File: config.mk
export PLATFORM = sky130hd
export DESIGN_NAME = blur_scheduler
export DESIGN_NICKNAME = d
export VERILOG_FILES = /design/src/rtl/blur_pkg.sv /design/src/rtl/blur_scheduler_tap_addr_gen.sv /design/src/rtl/blur_scheduler.sv
export SDC_FILE = /design/constraint.sdc
export NUM_CORES = 1
export LEC_CHECK = 0
export ABC_CLOCK_PERIOD_IN_PS = 3100
export CAP_MARGIN = 25
export CELL_PAD_IN_SITES_DETAIL_PLACEMENT = 0
export CELL_PAD_IN_SITES_GLOBAL_PLACEMENT = 2
export CORE_MARGIN = 1
export CORE_UTILIZATION = 30
export DETAILED_ROUTE_END_ITERATION = 10
export GPL_ROUTABILITY_DRIVEN = 0
export MAX_ROUTING_LAYER = met4
export PLACE_DENSITY_LB_ADDON = 0.1
export SLEW_MARGIN = 0
export SYNTH_ARGS = -nofsm -noshare
export SYNTH_HDL_FRONTEND = slang
export SYNTH_SLANG_ARGS = --single-unit
File: constraint.sdc
create_clock -name clk_in -period 3.1 [get_ports clk_in]
set_clock_uncertainty 0.2 [all_clocks]
set_input_delay 0.31 -clock clk_in [delete_from_list [all_inputs] [get_ports clk_in]]
set_output_delay 0.31 -clock clk_in [all_outputs]
set_load 0.01 [all_outputs]
File: src/rtl/blur_pkg.sv
// Shared types and constants for the 3x3 blur scheduler.
// Holds the controller state encoding and the tap geometry.
package blur_pkg;

    typedef enum logic [1:0] {
        IDLE,
        FETCH,
        DRAIN,
        DONE
    } state_t;

    localparam int TAPS = 9;
    localparam int TAP_W = $clog2(TAPS);
    localparam logic [TAP_W-1:0] LAST_TAP = TAP_W'(TAPS - 1);

endpackage

File: src/rtl/blur_scheduler_tap_addr_gen.sv
// Clamped 3x3 tap address generator.
// Walks pixels in raster order, nine row-major taps per pixel.
module tap_addr_gen
    import blur_pkg::*;
#(
    parameter int IMG_W  = 64,
    parameter int IMG_H  = 64,
    parameter int ADDR_W = $clog2(IMG_W * IMG_H)
) (
    input  logic              clk,
    input  logic              rst_n,
    input  logic              clr,
    input  logic              adv,
    output logic [ADDR_W-1:0] addr,
    output logic [TAP_W-1:0]  tap,
    output logic              last
);

    localparam int XW = $clog2(IMG_W);
    localparam int YW = $clog2(IMG_H);

    logic [XW-1:0] x;
    logic [YW-1:0] y;
    logic [1:0]    dx;
    logic [1:0]    dy;
    logic          x_end;
    logic          y_end;
    logic          tap_end;
    int            tx;
    int            ty;

    assign x_end   = (x == XW'(IMG_W - 1));
    assign y_end   = (y == YW'(IMG_H - 1));
    assign tap_end = (tap == LAST_TAP);
    assign last    = tap_end && x_end && y_end;

    // Edge pixels replicate their nearest in-image neighbour.
    always_comb begin
        tx = int'(x) + int'(dx) - 1;
        ty = int'(y) + int'(dy) - 1;
        if (tx < 0) begin
            tx = 0;
        end else if (tx > IMG_W - 1) begin
            tx = IMG_W - 1;
        end
        if (ty < 0) begin
            ty = 0;
        end else if (ty > IMG_H - 1) begin
            ty = IMG_H - 1;
        end
        addr = ADDR_W'(ty * IMG_W + tx);
    end

    always_ff @(posedge clk or negedge rst_n) begin
        if (!rst_n) begin
            x   <= '0;
            y   <= '0;
            tap <= '0;
            dx  <= '0;
            dy  <= '0;
        end else if (clr) begin
            x   <= '0;
            y   <= '0;
            tap <= '0;
            dx  <= '0;
            dy  <= '0;
        end else if (adv) begin
            if (tap_end) begin
                tap <= '0;
                dx  <= '0;
                dy  <= '0;
                x   <= x_end ? '0 : x + 1'b1;
                if (x_end) begin
                    y <= y_end ? '0 : y + 1'b1;
                end
            end else begin
                tap <= tap + 1'b1;
                if (dx == 2'd2) begin
                    dx <= '0;
                    dy <= dy + 1'b1;
                end else begin
                    dx <= dx + 1'b1;
                end
            end
        end
    end

endmodule

File: src/rtl/blur_scheduler.sv
// Frame scheduler for an external 3x3 gaussian: fetches clamped taps,
// assembles windows, and writes filtered pixels back in raster order.
module blur_scheduler
    import blur_pkg::*;
#(
    parameter int WIDTH  = 8,
    parameter int IMG_W  = 64,
    parameter int IMG_H  = 64,
    parameter int ADDR_W = $clog2(IMG_W * IMG_H)
) (
    input  logic               clk_in,
    input  logic               rst_n_in,
    input  logic               start_in,
    output logic               busy_out,
    output logic               done_out,
    output logic               error_out,
    output logic [ADDR_W-1:0]  src_addr_out,
    input  logic [WIDTH-1:0]   src_data_in,
    output logic [3*WIDTH-1:0] blur_r0_out,
    output logic [3*WIDTH-1:0] blur_r1_out,
    output logic [3*WIDTH-1:0] blur_r2_out,
    output logic               blur_valid_out,
    input  logic [WIDTH-1:0]   blur_data_in,
    input  logic               blur_valid_in,
    output logic [ADDR_W-1:0]  dst_addr_out,
    output logic [WIDTH-1:0]   dst_data_out,
    output logic               dst_we_out
);

    localparam int NPIX = IMG_W * IMG_H;
    localparam int CW   = $clog2(NPIX + 1);

    state_t            state;
    logic [ADDR_W-1:0] gen_addr;
    logic [TAP_W-1:0]  gen_tap;
    logic              gen_last;
    logic              fetching;
    logic              active;
    logic [TAP_W-1:0]  tap0;
    logic [TAP_W-1:0]  tap1;
    logic              vld0;
    logic              vld1;
    logic              cap8;
    logic [WIDTH-1:0]  win [TAPS];
    logic [CW-1:0]     wr_cnt;

    assign fetching = (state == FETCH);
    assign active   = (state == FETCH) || (state == DRAIN);

    tap_addr_gen #(
        .IMG_W (IMG_W),
        .IMG_H (IMG_H),
        .ADDR_W(ADDR_W)
    ) u_gen (
        .clk  (clk_in),
        .rst_n(rst_n_in),
        .clr  (state == IDLE),
        .adv  (fetching),
        .addr (gen_addr),
        .tap  (gen_tap),
        .last (gen_last)
    );

    always_ff @(posedge clk_in or negedge rst_n_in) begin
        if (!rst_n_in) begin
            state     <= IDLE;
            busy_out  <= 1'b0;
            done_out  <= 1'b0;
            error_out <= 1'b0;
        end else begin
            done_out  <= 1'b0;
            error_out <= start_in && busy_out;
            unique case (state)
                IDLE: begin
                    if (start_in) begin
                        state    <= FETCH;
                        busy_out <= 1'b1;
                    end
                end
                FETCH: begin
                    if (gen_last) begin
                        state <= DRAIN;
                    end
                end
                DRAIN: begin
                    if (wr_cnt == CW'(NPIX)) begin
                        state    <= DONE;
                        busy_out <= 1'b0;
                        done_out <= 1'b1;
                    end
                end
                DONE: begin
                    state <= IDLE;
                end
                default: begin
                    state <= IDLE;
                end
            endcase
        end
    end

    // Tap index rides alongside the read so data lands in its window slot.
    always_ff @(posedge clk_in or negedge rst_n_in) begin
        if (!rst_n_in) begin
            src_addr_out   <= '0;
            tap0           <= '0;
            tap1           <= '0;
            vld0           <= 1'b0;
            vld1           <= 1'b0;
            cap8           <= 1'b0;
            blur_valid_out <= 1'b0;
            blur_r0_out    <= '0;
            blur_r1_out    <= '0;
            blur_r2_out    <= '0;
            for (int i = 0; i < TAPS; i++) begin
                win[i] <= '0;
            end
        end else begin
            vld0           <= fetching;
            tap0           <= gen_tap;
            vld1           <= vld0;
            tap1           <= tap0;
            cap8           <= vld1 && (tap1 == LAST_TAP);
            blur_valid_out <= cap8;
            if (fetching) begin
                src_addr_out <= gen_addr;
            end
            if (vld1) begin
                win[tap1] <= src_data_in;
            end
            if (cap8) begin
                blur_r0_out <= {win[0], win[1], win[2]};
                blur_r1_out <= {win[3], win[4], win[5]};
                blur_r2_out <= {win[6], win[7], win[8]};
            end
        end
    end

    always_ff @(posedge clk_in or negedge rst_n_in) begin
        if (!rst_n_in) begin
            wr_cnt       <= '0;
            dst_we_out   <= 1'b0;
            dst_addr_out <= '0;
            dst_data_out <= '0;
        end else begin
            dst_we_out <= 1'b0;
            if (state == IDLE) begin
                wr_cnt <= '0;
            end else if (active && blur_valid_in) begin
                dst_we_out   <= 1'b1;
                dst_data_out <= blur_data_in;
                dst_addr_out <= wr_cnt[ADDR_W-1:0];
                wr_cnt       <= wr_cnt + 1'b1;
            end
        end
    end

endmodule

==> run summary <==
Final worst slack = 0.356 ns
Die Area = 0.0331 mm²
Hold-fix buffers at CTS = 1
Register area = 0.00568 mm²
Nets@finish = 971
Reg2Reg Depth = 8
Port Buffers = 128
Post-DR vias/cell = 4.58
Sink Count = 227
Seq cells post-synth = 227
FFs w/ async S/R, synth = 100%
Fin Setup TNS = 0 ns
Top-area cell type share of the netlist area = 58.4%
Worst slew pin tran = 0.657 ns
Crit path required time = 3.31 ns
Status = finished, final reports clean
Peak supply drop = 0.000425 V
CTS tree = built
RSZ-0062 raised after global routing = no
Power per cell area = 833 mW/mm²
Reg2Reg Setup Slack = 0.36 ns
Initial antenna violation count = 0
GRT overflow = 0
Total Wirelength = 21,700 µm
H-tree level count = 1
Initial DRC Count = 236
Syn avg cell area = 12.7 µm²
Area contributors post-synth = dfrtp_1 (58%), mux2_2 (15%), ha_1 (4.4%)
Via count = 6,139
I/O pins = 129
GR Layer Usage met2 = 23.3%
Post-DRT Antenna Nets = 0
Core Util, Final = 39.5%
Cts bufs inserted = 28
Critical path fanouts, max = 7
HP Class = in2async
DP Area = 0.0116 mm²
Fin crit share = 88.5%
Layout fillers = 3,042
Primary FF master, synth = dfrtp_1
CTS Root Cell = clkbuf_16
Number of enable flip-flop cells after synthesis = 0
CTS resizes = 0
FMAX = 0.364 GHz
Met1 Use GR = 17.9%
Post-synth top area cell = dfrtp_1
Syn Std Cell Area = 0.00972 mm²
Worst reg2reg endpoint = src_addr_out[6]$_DFFE_PN0P_
Die width = 182 µm
Most common cell after layout, fill and taps aside = dfrtp_1
Post-CTS setup repair buffer count = 0
Met3 Usage GRT = 2.23%
Post-DR wirelength/cell = 16.2 µm
Critical path launch point type = flip-flop
Share of the yosys chip area belonging to registers = 58.4%
Commonest non-fill, non-tap cells in the layout = dfrtp_1 (226), mux2_2 (129), clkdlybuf4s50_1 (127)
Mapped Nets = 821
Core area = 0.0317 mm²
Final Non-Filler Cells = 1,339
Max Cap Viol = 0
Place WS = 0.329 ns
Vias in the first global route = 6,633
Static Leak = 5.87 nW
Area of the multi-input gates = 0.00378 mm²
Critical Path AT = 2.96 ns
Worst skew pair latency = 0.53 ns
DRC viols = 0
Worst-path clk slew = 0.06 ns
Reg2reg start = u_gen.y[5]$_DFFE_PN0P_
CTS Buffer Depth = 3
Router iterations before antenna repair = 5
Final Max Slew Viols = 0
Height of the die = 182 µm
Distinct cells, synth = 58
DP Wirelength = 14,900 µm
Slew headroom = 56.0%
Synth warn = 0
Final setup viols = 0
Setup CP Type = reg2reg
Share of cells above drive strength 1 = 22.0%
Initial Utilization = 30.6%
Most used routing layer = met2
# rows = 65
Design Area, Final = 0.0125 mm²
Area added between synthesis and finish = 28.9%
Diodes inserted = 0
Tmin final = 2.74 ns
Final Hold Vio Count = 0
Largest net degree at the start of global routing = 68
Total GRT Usage = 14.1%
Cells after synthesis = 765
Placed insts = 1,286
First-pass GRT wire length = 36,300 µm
Nature of the critical path endpoint = flip-flop
-- kinds of logic (layout without fill, tap and decap cells) --
family	after synthesis	in the layout	share of synthesized area, %
adder cells (fa/ha/maj)	36	36	4.79
AND/OR/NAND/NOR	177	177	9.11
other	1	1	0.0386
multiplexers	150	150	17.4
buffers and inverters	68	240	2.69
XOR/XNOR	23	23	2.07
flip-flops	227	227	58.4
AO/OA/AOI/OAI	83	83	5.50
-- per-layer routing --
| layer | routed length [µm] | up-vias | part of all wire, % |
|---|---|---|---|
| met5 | 0 | - | 0 |
| met4 | 366 | 0 | 1.7 |
| li1 | - | 2932 | - |
| met1 | 10100 | 3070 | 46 |
| met3 | 755 | 26 | 3.5 |
| met2 | 10500 | 111 | 48 |
-- layout make-up --
class,instances,area share (%)
multi-input cells,470,30.2
flip-flops and latches,227,45.4
repair buffers,141,11.4
clock inverters,15,1.42
clock buffers,37,6.27
inverters,47,1.41
well taps,402,4.02
-- registers in the layout (all words and copies together), names as in the netlist, 6 cells and up --
name and count:
blur_r1_out 24, win 72, dst_data_out 8, src_addr_out 12, blur_r2_out 24, dst_addr_out 12
blur_r0_out 24, u_gen.x 6, wr_cnt 13, u_gen.y 6
-- cell usage after synthesis (3+ instances only) --
| cell | count |
|---|---|
| nand2b_1 | 3 |
| nand3_1 | 6 |
| nor2_1 | 36 |
| nor3_4 | 3 |
| inv_1 | 45 |
| ha_1 | 34 |
| and3_1 | 6 |
| xor2_1 | 9 |
| nor3_1 | 4 |
| mux2_2 | 129 |
| nand4_1 | 4 |
| nor4_1 | 5 |
| nand3b_1 | 8 |
| dfrtp_1 | 227 |
| o21ai_0 | 21 |
| a21oi_1 | 25 |
| or3_1 | 4 |
| mux2_1 | 19 |
| a21o_1 | 5 |
| nand2_1 | 80 |
| a31oi_1 | 3 |
| o2bb2ai_1 | 7 |
| xnor2_1 | 14 |
| buf_2 | 5 |
| nor3b_1 | 3 |
| clkbuf_1 | 16 |
-- per-stage QoR --
stage               power (mW)  hold slack, ns
floorplan                 6.14          -0.186
global placement          7.13          0.0811
detailed placement        7.20          0.0854
CTS                       10.6          0.0912
global route              11.2           0.114
finish                    10.4           0.116
-- how the worst max path moves through the flow --
stage,start,end,depth (start not counted)
floorplan,u_gen.dy[1]$_DFFE_PN0P_,src_addr_out[6]$_DFFE_PN0P_,12
global placement,u_gen.dy[1]$_DFFE_PN0P_,src_addr_out[6]$_DFFE_PN0P_,10
detailed placement,u_gen.dy[1]$_DFFE_PN0P_,src_addr_out[6]$_DFFE_PN0P_,10
CTS,u_gen.dy[1]$_DFFE_PN0P_,src_addr_out[6]$_DFFE_PN0P_,10
global route,u_gen.dy[1]$_DFFE_PN0P_,src_addr_out[7]$_DFFE_PN0P_,10
finish,u_gen.y[5]$_DFFE_PN0P_,src_addr_out[6]$_DFFE_PN0P_,8
-- critical path, stage by stage (launching register included) --
cell and delay (ns):
dfrtp_1 0.48, inv_1 0.19, ha_1 0.40, nand3b_1 0.21, o221ai_2 0.23, xnor2_1 0.23
a21oi_1 0.13, ha_1 0.30, mux2_2 0.26
-- power breakdown --
group          switching (mW)  internal [mW]
Combinational            1.70           1.50
Clock                    1.23           2.11
Sequential              0.353           3.54
(Power assumes the default switching activity.)
